<file path="config.mk">
export PLATFORM = sky130hd
export DESIGN_NAME = unidade_controle_rodadas
export DESIGN_NICKNAME = d
export VERILOG_FILES = /design/src/rtl/unidade_controle_rodadas.sv
export SDC_FILE = /design/constraint.sdc
export NUM_CORES = 1
export LEC_CHECK = 0
export BUFFER_PORTS_ARGS = -buffer_cell sky130_fd_sc_hd__buf_2
export CAP_MARGIN = 30
export CORE_AREA = 2 2 81 83
export DETAILED_ROUTE_END_ITERATION = 8
export DIE_AREA = 0 0 83 85
export PLACE_DENSITY = 0.53
export SYNTH_ARGS = -nofsm -noshare
export SYNTH_HDL_FRONTEND = slang
export SYNTH_SLANG_ARGS = --single-unit
export TNS_END_PERCENT = 5
</file>
<file path="constraint.sdc">
create_clock -name i_clock -period 1.8 [get_ports i_clock]
set_input_delay 0.09 -clock i_clock [delete_from_list [all_inputs] [get_ports i_clock]]
set_output_delay 0.09 -clock i_clock [all_outputs]
set_load 0.01 [all_outputs]
</file>
<file path="src/rtl/unidade_controle_rodadas.sv">
// unidade_controle_rodadas
// Round-based control unit for the sequence-memory game. Round r asks for
// r+1 correct plays; the block owns the play-address and round counters,
// enforces an optional per-play inactivity timeout and holds the final
// result (win / error / timeout) until the next start request.
//
// Ports
//   i_clock         system clock, all state on rising edge
//   i_reset         asynchronous active-low reset
//   i_iniciar       start request (level, sampled in inicial/terminal states)
//   i_jogada        one-cycle pulse: a play has been made
//   i_igual         comparator result, valid in comparacao
//   i_modo_timeout  1 = inactivity timeout enabled
//   o_zeraR         clear play register (one cycle per start)
//   o_registraR     load play register (one cycle per accepted play)
//   o_endereco      sequence-memory address of the expected play
//   o_rodada        current round (0-based)
//   o_acertou/o_errou/o_timeout  result flags, held in terminal states
//   o_pronto        OR of the result flags
//   o_db_estado     state code (F for any illegal code)
//   o_db_rodada     copy of o_rodada
//
// state          | code | meaning
// inicial        | 0    | idle, waiting for iniciar
// preparacao     | 1    | clear counters and play register
// inicia_rodada  | 2    | restart address/timer for a new round
// espera         | 3    | waiting for a play, timer running
// registra       | 4    | latch the play
// comparacao     | 5    | check play against memory
// proximo        | 6    | advance address inside the round
// proxima_rodada | 7    | advance round
// fim_acerto     | C    | game won, result held
// fim_erro       | D    | wrong play, result held
// fim_timeout    | E    | inactivity timeout, result held

module unidade_controle_rodadas #(
    parameter int N_ROUNDS       = 16,
    parameter int ADDR_W         = 4,
    parameter int TIMEOUT_CYCLES = 5000
) (
    input  logic              i_clock,
    input  logic              i_reset,
    input  logic              i_iniciar,
    input  logic              i_jogada,
    input  logic              i_igual,
    input  logic              i_modo_timeout,
    output logic              o_zeraR,
    output logic              o_registraR,
    output logic [ADDR_W-1:0] o_endereco,
    output logic [ADDR_W-1:0] o_rodada,
    output logic              o_acertou,
    output logic              o_errou,
    output logic              o_timeout,
    output logic              o_pronto,
    output logic [3:0]        o_db_estado,
    output logic [ADDR_W-1:0] o_db_rodada
);

    localparam int TMR_W = $clog2(TIMEOUT_CYCLES);
    localparam logic [TMR_W-1:0]  TMR_ULTIMO  = TMR_W'(TIMEOUT_CYCLES - 1);
    localparam logic [ADDR_W-1:0] RODADA_FIM  = ADDR_W'(N_ROUNDS - 1);

    typedef enum logic [3:0] {
        S_INICIAL        = 4'h0,
        S_PREPARACAO     = 4'h1,
        S_INICIA_RODADA  = 4'h2,
        S_ESPERA         = 4'h3,
        S_REGISTRA       = 4'h4,
        S_COMPARACAO     = 4'h5,
        S_PROXIMO        = 4'h6,
        S_PROXIMA_RODADA = 4'h7,
        S_FIM_ACERTO     = 4'hC,
        S_FIM_ERRO       = 4'hD,
        S_FIM_TIMEOUT    = 4'hE
    } estado_t;

    estado_t           r_estado;
    logic [ADDR_W-1:0] r_endereco;
    logic [ADDR_W-1:0] r_rodada;
    logic [TMR_W-1:0]  r_timer;
    logic              r_zera;
    logic              r_registra;
    logic              r_acertou;
    logic              r_errou;
    logic              r_timeout;
    logic              r_pronto;

    estado_t           w_prox;
    logic [ADDR_W-1:0] w_endereco;
    logic [ADDR_W-1:0] w_rodada;
    logic [TMR_W-1:0]  w_timer;
    logic [3:0]        w_db_estado;

    always_comb begin
        w_prox     = r_estado;
        w_endereco = r_endereco;
        w_rodada   = r_rodada;
        w_timer    = r_timer;
        case (r_estado)
            S_INICIAL: begin
                if (i_iniciar) begin
                    w_prox     = S_PREPARACAO;
                    w_rodada   = '0;
                    w_endereco = '0;
                    w_timer    = '0;
                end
            end
            S_PREPARACAO: begin
                w_prox     = S_INICIA_RODADA;
                w_rodada   = '0;
                w_endereco = '0;
                w_timer    = '0;
            end
            S_INICIA_RODADA: begin
                w_prox     = S_ESPERA;
                w_endereco = '0;
                w_timer    = '0;
            end
            S_ESPERA: begin
                // a play on the last timer cycle still counts
                if (i_jogada)
                    w_prox = S_REGISTRA;
                else if (i_modo_timeout && (r_timer == TMR_ULTIMO))
                    w_prox = S_FIM_TIMEOUT;
                else if (i_modo_timeout)
                    w_timer = r_timer + TMR_W'(1);
            end
            S_REGISTRA:   w_prox = S_COMPARACAO;
            S_COMPARACAO: begin
                if (!i_igual)
                    w_prox = S_FIM_ERRO;
                else if ((r_endereco == r_rodada) && (r_rodada == RODADA_FIM))
                    w_prox = S_FIM_ACERTO;
                else if (r_endereco == r_rodada)
                    w_prox = S_PROXIMA_RODADA;
                else
                    w_prox = S_PROXIMO;
            end
            S_PROXIMO: begin
                w_prox     = S_ESPERA;
                w_endereco = r_endereco + ADDR_W'(1);
                w_timer    = '0;
            end
            S_PROXIMA_RODADA: begin
                w_prox   = S_INICIA_RODADA;
                w_rodada = r_rodada + ADDR_W'(1);
            end
            S_FIM_ACERTO, S_FIM_ERRO, S_FIM_TIMEOUT: begin
                // counters are cleared on the way out so preparacao already shows 0
                if (i_iniciar) begin
                    w_prox     = S_PREPARACAO;
                    w_rodada   = '0;
                    w_endereco = '0;
                    w_timer    = '0;
                end
            end
            default: w_prox = S_INICIAL;
        endcase
    end

    always_comb begin
        w_db_estado = 4'hF;
        case (r_estado)
            S_INICIAL, S_PREPARACAO, S_INICIA_RODADA, S_ESPERA, S_REGISTRA,
            S_COMPARACAO, S_PROXIMO, S_PROXIMA_RODADA, S_FIM_ACERTO,
            S_FIM_ERRO, S_FIM_TIMEOUT: w_db_estado = r_estado;
            default: w_db_estado = 4'hF;
        endcase
    end

    // outputs are decoded from the next state so they line up with r_estado
    always_ff @(posedge i_clock or negedge i_reset) begin
        if (!i_reset) begin
            r_estado   <= S_INICIAL;
            r_endereco <= '0;
            r_rodada   <= '0;
            r_timer    <= '0;
            r_zera     <= 1'b0;
            r_registra <= 1'b0;
            r_acertou  <= 1'b0;
            r_errou    <= 1'b0;
            r_timeout  <= 1'b0;
            r_pronto   <= 1'b0;
        end else begin
            r_estado   <= w_prox;
            r_endereco <= w_endereco;
            r_rodada   <= w_rodada;
            r_timer    <= w_timer;
            r_zera     <= (w_prox == S_PREPARACAO);
            r_registra <= (w_prox == S_REGISTRA);
            r_acertou  <= (w_prox == S_FIM_ACERTO);
            r_errou    <= (w_prox == S_FIM_ERRO);
            r_timeout  <= (w_prox == S_FIM_TIMEOUT);
            r_pronto   <= (w_prox == S_FIM_ACERTO) || (w_prox == S_FIM_ERRO) ||
                          (w_prox == S_FIM_TIMEOUT);
        end
    end

    assign o_zeraR     = r_zera;
    assign o_registraR = r_registra;
    assign o_endereco  = r_endereco;
    assign o_rodada    = r_rodada;
    assign o_db_rodada = r_rodada;
    assign o_acertou   = r_acertou;
    assign o_errou     = r_errou;
    assign o_timeout   = r_timeout;
    assign o_pronto    = r_pronto;
    assign o_db_estado = w_db_estado;

endmodule

</file>
[Yosys cells after proc, flatten, opt, wreduce, memory -nomap -nowiden]
Cells that the tools add are included.
Widths: inputs -> output; s select.
Word-level totals
  register bits after elaboration: 31
  input port bits: 6
  output and inout port bits: 22
  word-level logic and storage cells: 68
Operators by class
  add/subtract/negate cells: 3
  eq/ne operators: 22
  mux-type cells: 16
  reduce and logical (&&, ||, !) cells: 17
Operators with widths (count)
  $mux 13: 4
  $pmux 13 s3: 1
  $eq 4x4->1 const B: 7
  $mux 4: 7
  $pmux 4 s3: 2
  $pmux 4 s6: 1
  $eq 4x3->1 const B: 5
  $add 13x1->13 const B: 1
  $eq 13x13->1 const B: 1
  $reduce_or 11->1: 1
  $reduce_bool 3->1: 3
  $add 4x1->4 const B: 2
  $eq 4x1->1 const B: 2
  $eq 4x2->1 const B: 2
  $ne 2x2->1 const B: 3
  $reduce_or 2->1: 3
  $reduce_and 5->1: 1
  $eq 4x4->1: 1
  $logic_not 4->1: 1
  $reduce_and 2->1: 2
  $reduce_or 4->1: 1
  $reduce_or 3->1: 1
  $logic_and 1x1->1: 2
  $logic_or 1x1->1: 2
  2 further kinds: 2

[Longest topological paths before layout]
  word-level depth: 8
  mapped depth: 8
  depth with buffers taken out: 6

[Least setup slack after synthesis]
Ideal clock, no wire load.
  path type: reg-to-reg
  from: reg r_estado[2]
  to: reg r_timer[11]
  setup time: 0.078 ns
  arrival time: 1.829 ns
  required time: 1.722 ns
  path slack: -0.107 ns
  cell stages (with the launch flop): 7
  path buffers: 1
  clock period less this slack: 1.907 ns
  cells stage by stage: dfrtp_1 -> nor2b_1 -> o21a_1 -> or3_4 -> buf_6 -> or4_1 -> a21oi_1
On the way
  longest elaborated chain between the ends: 4
  elaborated cells between the ends (all ways): 17
  those cells by class: eq/ne: 11; mux: 1; reduce/logical: 5
RTL lines
  start, declared: line 77  | estado_t r_estado;
  start signal, assigned: line 185  | r_estado <= w_prox;
  $eq 4x4->1 (tied with other cells): line 99  | case (r_estado)
  $reduce_or 4->1 (no source line) or $reduce_or 3->1 (tied branches)
  $ne 2x1->1 (no source line) or $reduce_bool 3->1 (tied branches)
  $reduce_and 5->1 (no source line)
  end signal, assigned: line 188  | r_timer <= w_timer;
  end, declared: line 80  | logic [TMR_W-1:0] r_timer;
Several ways; a longest one is shown, not always the timed one.
A chain may end at the register's enable or synchronous reset.

[Worst setup path in the final report]
  from: reg r_estado[2]
  to: reg r_timer[8]
The elaborated chain is that of the path after synthesis.

==> summary.log <==
qor: grt.maximum_number_of_pins_on_one_net_before_global_route_repair 32
qor: synthesis.number_of_flops_mapped_to_enable_cells_by_yosys 0
qor: clock_tree.post-cts-setup-buffers 0
qor: detailed_routing.routed_via_density 4.99
qor: synthesis.synthCells 200
qor: pwr.sw_share 37.4%
qor: synthesis.postSynth.topFlopCell sky130_fd_sc_hd__dfrtp_1
qor: grt.grt_antenna_before_repair 0
qor: grt.grt_usage 13.3%
qor: die.initial_core_util 29.3%
qor: setup_path.crit_fanout 5
qor: detailed_routing.remaining_drc_errors 0
qor: synthesis.synth.cell_area 1820 um2
qor: die.dieWidth 83 um
qor: timing.holdWs 0.142 ns
qor: synthesis.ys_ff_latch 31
qor: timing.setup_viol 7
qor: timing.timing.final.ws_setup -0.0888 ns
qor: finish.antenna_cells 0
qor: clock_tree.clock-sinks 31
qor: status.result_of_the_run finished with violations
qor: die.fp.dieArea 7060 um2
qor: detailed_routing.detail_route_antenna_nets 0
qor: pwr.power.clock.fraction 22.1%
qor: synthesis.fraction_of_synthesis_flops_using_an_asynchronous_set_or_reset_pin 100%
qor: pwr.p_leak 1.23 nW
qor: synthesis.syn_avg_cell_area 9.10 um2
qor: timing.worst_slew_pin_slew 0.719 ns
qor: setup_path.start_kind flop
qor: timing.post-route-period-util 105%
qor: synthesis.ys_types 45
qor: clock_tree.htree_levels 2
qor: setup_path.worst_r2r_path_depth 5
qor: timing.setup-tns-final -0.461 ns
qor: die.die_span_y 85 um
qor: setup_path.cp_data_required_time 2.02 ns
qor: setup_path.arrival 2.11 ns
qor: grt.grt_pass1_vias 1,606
qor: clock_tree.cts_inserted_buffers 5
qor: detailed_routing.drt-pass1-iter-count 4
qor: clock_tree.reg_clk_slew_reported_paths 0.07 ns
qor: grt.grt_busiest_layer met2
qor: timing.rsz_0062_raised_after_global_routing yes
qor: worst_hold_path.holdCritPathClass input pin to flop
qor: run.cap_violations 0
qor: timing.timing.clock.skew 0.00570 ns
qor: setup_path.crit_slowest_cell sky130_fd_sc_hd__or4_4
qor: timing.remaining_max_slew_budget_at_the_tightest_pin 52.0%
qor: clock_tree.cell_at_the_root_of_the_clock_tree sky130_fd_sc_hd__clkbuf_8
qor: placed_design.post-place-cells 326
qor: pwr.peakVddDrop 0.000674 V
qor: setup_path.critical_path.reg2reg.startpoint r_estado[2]
qor: finish.signed_area_change_from_the_synthesized_netlist_to_the_final_layout 36.7%
qor: synthesis.synth-warning-count 0
qor: synthesis.syn-num-nets 209
qor: grt.grt_first_pass_wirelength 7520 um
qor: setup_path.timing.rr.end r_timer[8]
qor: placed_design.place.gp.congestion 0.826
qor: die.design.portCount 28
qor: synthesis.post-synth-top-count-cell sky130_fd_sc_hd__dfrtp_1
qor: setup_path.path_class flop to flop
qor: clock_tree.worst_skew_pair.late_latency 0.29 ns
qor: pwr.switchingPower 0.00122 W
qor: finish.layout_fillers 630
qor: setup_path.timing.reg2reg.setup_slack -0.09 ns
qor: finish.fin_cells 337
qor: detailed_routing.routed_wirelength 4610 um
qor: pwr.pwr-share-comb 50.8%
qor: timing.period_needed 1.89 ns
qor: placed_design.place_area 2250 um2
qor: timing.final_hold_viol_count 0
qor: die.num_rows 29
qor: pwr.total_power_after_layout 0.00326 W
qor: synthesis.synth.area.top_cells sky130_fd_sc_hd__dfrtp_1 43%, sky130_fd_sc_hd__a21oi_1 4.1%, sky130_fd_sc_hd__nand2_1 4.1%
qor: grt.global_route.usage.met1 17.8%
qor: detailed_routing.vias 1,680
qor: status.violations setup timing
qor: worst_hold_path.worstHoldEndpoint r_estado[0]
qor: setup_path.timing.critical_path.slowest_cell_delay 0.49 ns
qor: setup_path.timing.critical_path.cells nor2b_4, o21a_1, or3_4, or4_4, a21oi_2
qor: pwr.power.density 1310 nW/um2
qor: timing.finalMaxSlewViolations 0
qor: finish.post_route_cells_drive_above_1_share 40.0%
qor: grt.grt_util_met2 20.4%
qor: clock_tree.cts_tree built
qor: placed_design.detailedPlacementHpwl 3310 um
qor: worst_hold_path.hold_path_depth 4
qor: finish.fin_nets 268
qor: detailed_routing.initialDrtViolationCount 94
qor: pwr.power.sequential.fraction 27.1%
qor: synthesis.synthDominantAreaCellType sky130_fd_sc_hd__dfrtp_1
qor: finish.final_design_area_no_fill 2490 um2
qor: worst_hold_path.holdCritStartpoint i_jogada
qor: detailed_routing.routedWlPerCell 13.7 um
qor: placed_design.place.port_buffers 27
qor: synthesis.synth.yosys.seq_area_share 42.6%
qor: timing.clock.fmax 529 MHz
qor: grt.grt.overflow.total 0
qor: synthesis.fraction_of_post_synthesis_cell_area_in_the_top_cell_type_by_area 42.6%
qor: clock_tree.clockBufferDepth 2
qor: synthesis.list_of_most_frequent_post_synthesis_cells 31 x sky130_fd_sc_hd__dfrtp_1, 20 x sky130_fd_sc_hd__nand2_1, 15 x sky130_fd_sc_hd__a21oi_1
qor: pwr.p_int 0.00204 W
qor: die.floorplan.core_area 6200 um2
qor: grt.grt_use_met3 2.92%
qor: setup_path.setup.worst_path.end_class flop
worst max-delay path, delay by kind of cell, from the launching register on:
family	cells	cell delay, ns
and+or+nand+nor	3	1.07
AOI/OAI and AO/OA	2	0.33
DFF	1	0.42
flip-flops by register name, indices dropped and copies added, names as in the netlist:
signal,cells
r_timer,13
o_db_rodada,4
o_endereco,4
r_estado,4
o_acertou,1
o_errou,1
o_pronto,1
o_registraR,1
o_timeout,1
o_zeraR,1
power groups by stage:
stage / sequential, W / clock [W] / combinational [W]
after floorplan: 0.000891 / 0 / 0.000870
after global placement: 0.000888 / 0 / 0.00150
after detailed placement: 0.000889 / 0 / 0.00150
after CTS: 0.000878 / 0.000736 / 0.00156
after global routing: 0.000900 / 0.000770 / 0.00182
final: 0.000882 / 0.000721 / 0.00166
stage by stage:
stage | utilization [%] | setup WS, ns
2_1_floorplan | - | -0.0452
3_3_place_gp | 36.2 | -0.122
3_5_place_dp | 36.2 | -0.134
4_1_cts | 38.5 | -0.0989
5_1_grt | 40.1 | -0.155
6_report | 40.1 | -0.0888
kinds of logic (layout without fill, tap and decap cells):
family / Yosys count / count (layout) / share of synthesized area (%)
DFF: 31 / 31 / 42.6
muxes: 3 / 3 / 1.86
and+or+nand+nor: 89 / 91 / 28.0
adders and majority gates: 3 / 3 / 2.06
xor gates and xnor gates: 8 / 8 / 3.85
AOI/OAI and AO/OA: 46 / 46 / 16.2
buffers and inverters: 20 / 78 / 5.43
final cells by class:
| type | instances | area (um2) | area share, % |
|---|---|---|---|
| clock inverters | 2 | 35.0 | 1.41 |
| flip-flops and latches | 31 | 779 | 31.4 |
| repair buffers | 62 | 404 | 16.3 |
| well taps | 77 | 96.3 | 3.88 |
| clock buffers | 6 | 82.6 | 3.32 |
| multi-input cells | 151 | 1060 | 42.6 |
| inverters | 8 | 30.0 | 1.21 |
layout by cell type (no fill, tap or decap), types with 6 or more instances in the layout:
| cell | n |
|---|---|
| sky130_fd_sc_hd__xor2_1 | 6 |
| sky130_fd_sc_hd__a21oi_1 | 9 |
| sky130_fd_sc_hd__or4_4 | 6 |
| sky130_fd_sc_hd__nor2_1 | 14 |
| sky130_fd_sc_hd__buf_4 | 33 |
| sky130_fd_sc_hd__buf_2 | 27 |
| sky130_fd_sc_hd__nand2_1 | 19 |
| sky130_fd_sc_hd__a21oi_2 | 6 |
| sky130_fd_sc_hd__o31ai_1 | 6 |
| sky130_fd_sc_hd__clkbuf_8 | 6 |
| sky130_fd_sc_hd__o21ai_0 | 13 |
| sky130_fd_sc_hd__inv_1 | 8 |
| sky130_fd_sc_hd__nand3_1 | 6 |
| sky130_fd_sc_hd__dfrtp_1 | 28 |
metal layers:
layer | part of all wire [%] | vias up
met2 | 47 | 29
met5 | 0 | -
met1 | 48 | 801
met3 | 2.7 | 9
li1 | - | 841
met4 | 2.6 | 0
what timing repair did:
| action | 4_1_cts | 5_1_grt |
|---|---|---|
| hold endpoints to repair | 31 | 0 |
| gates cloned | 1 | 1 |
| setup endpoints to repair | 14 | 20 |
| gates resized for setup | 2 | 22 |
| pin swaps | 7 | 8 |
| hold buffers | 1 | 0 |
worst max-delay path by stage:
stage | from | to | slack, ns | cells past startpoint
5_1_grt | r_estado[2] | r_timer[8] | -0.15 | 6
6_report | r_estado[2] | r_timer[8] | -0.09 | 5
3_5_place_dp | r_estado[2] | r_timer[9] | -0.13 | 5
4_1_cts | r_estado[2] | r_timer[3] | -0.1 | 5
3_3_place_gp | r_estado[2] | r_timer[9] | -0.12 | 5
2_1_floorplan | r_estado[2] | r_timer[10] | -0.05 | 6
No activity file was read; power rests on OpenSTA's default activity.
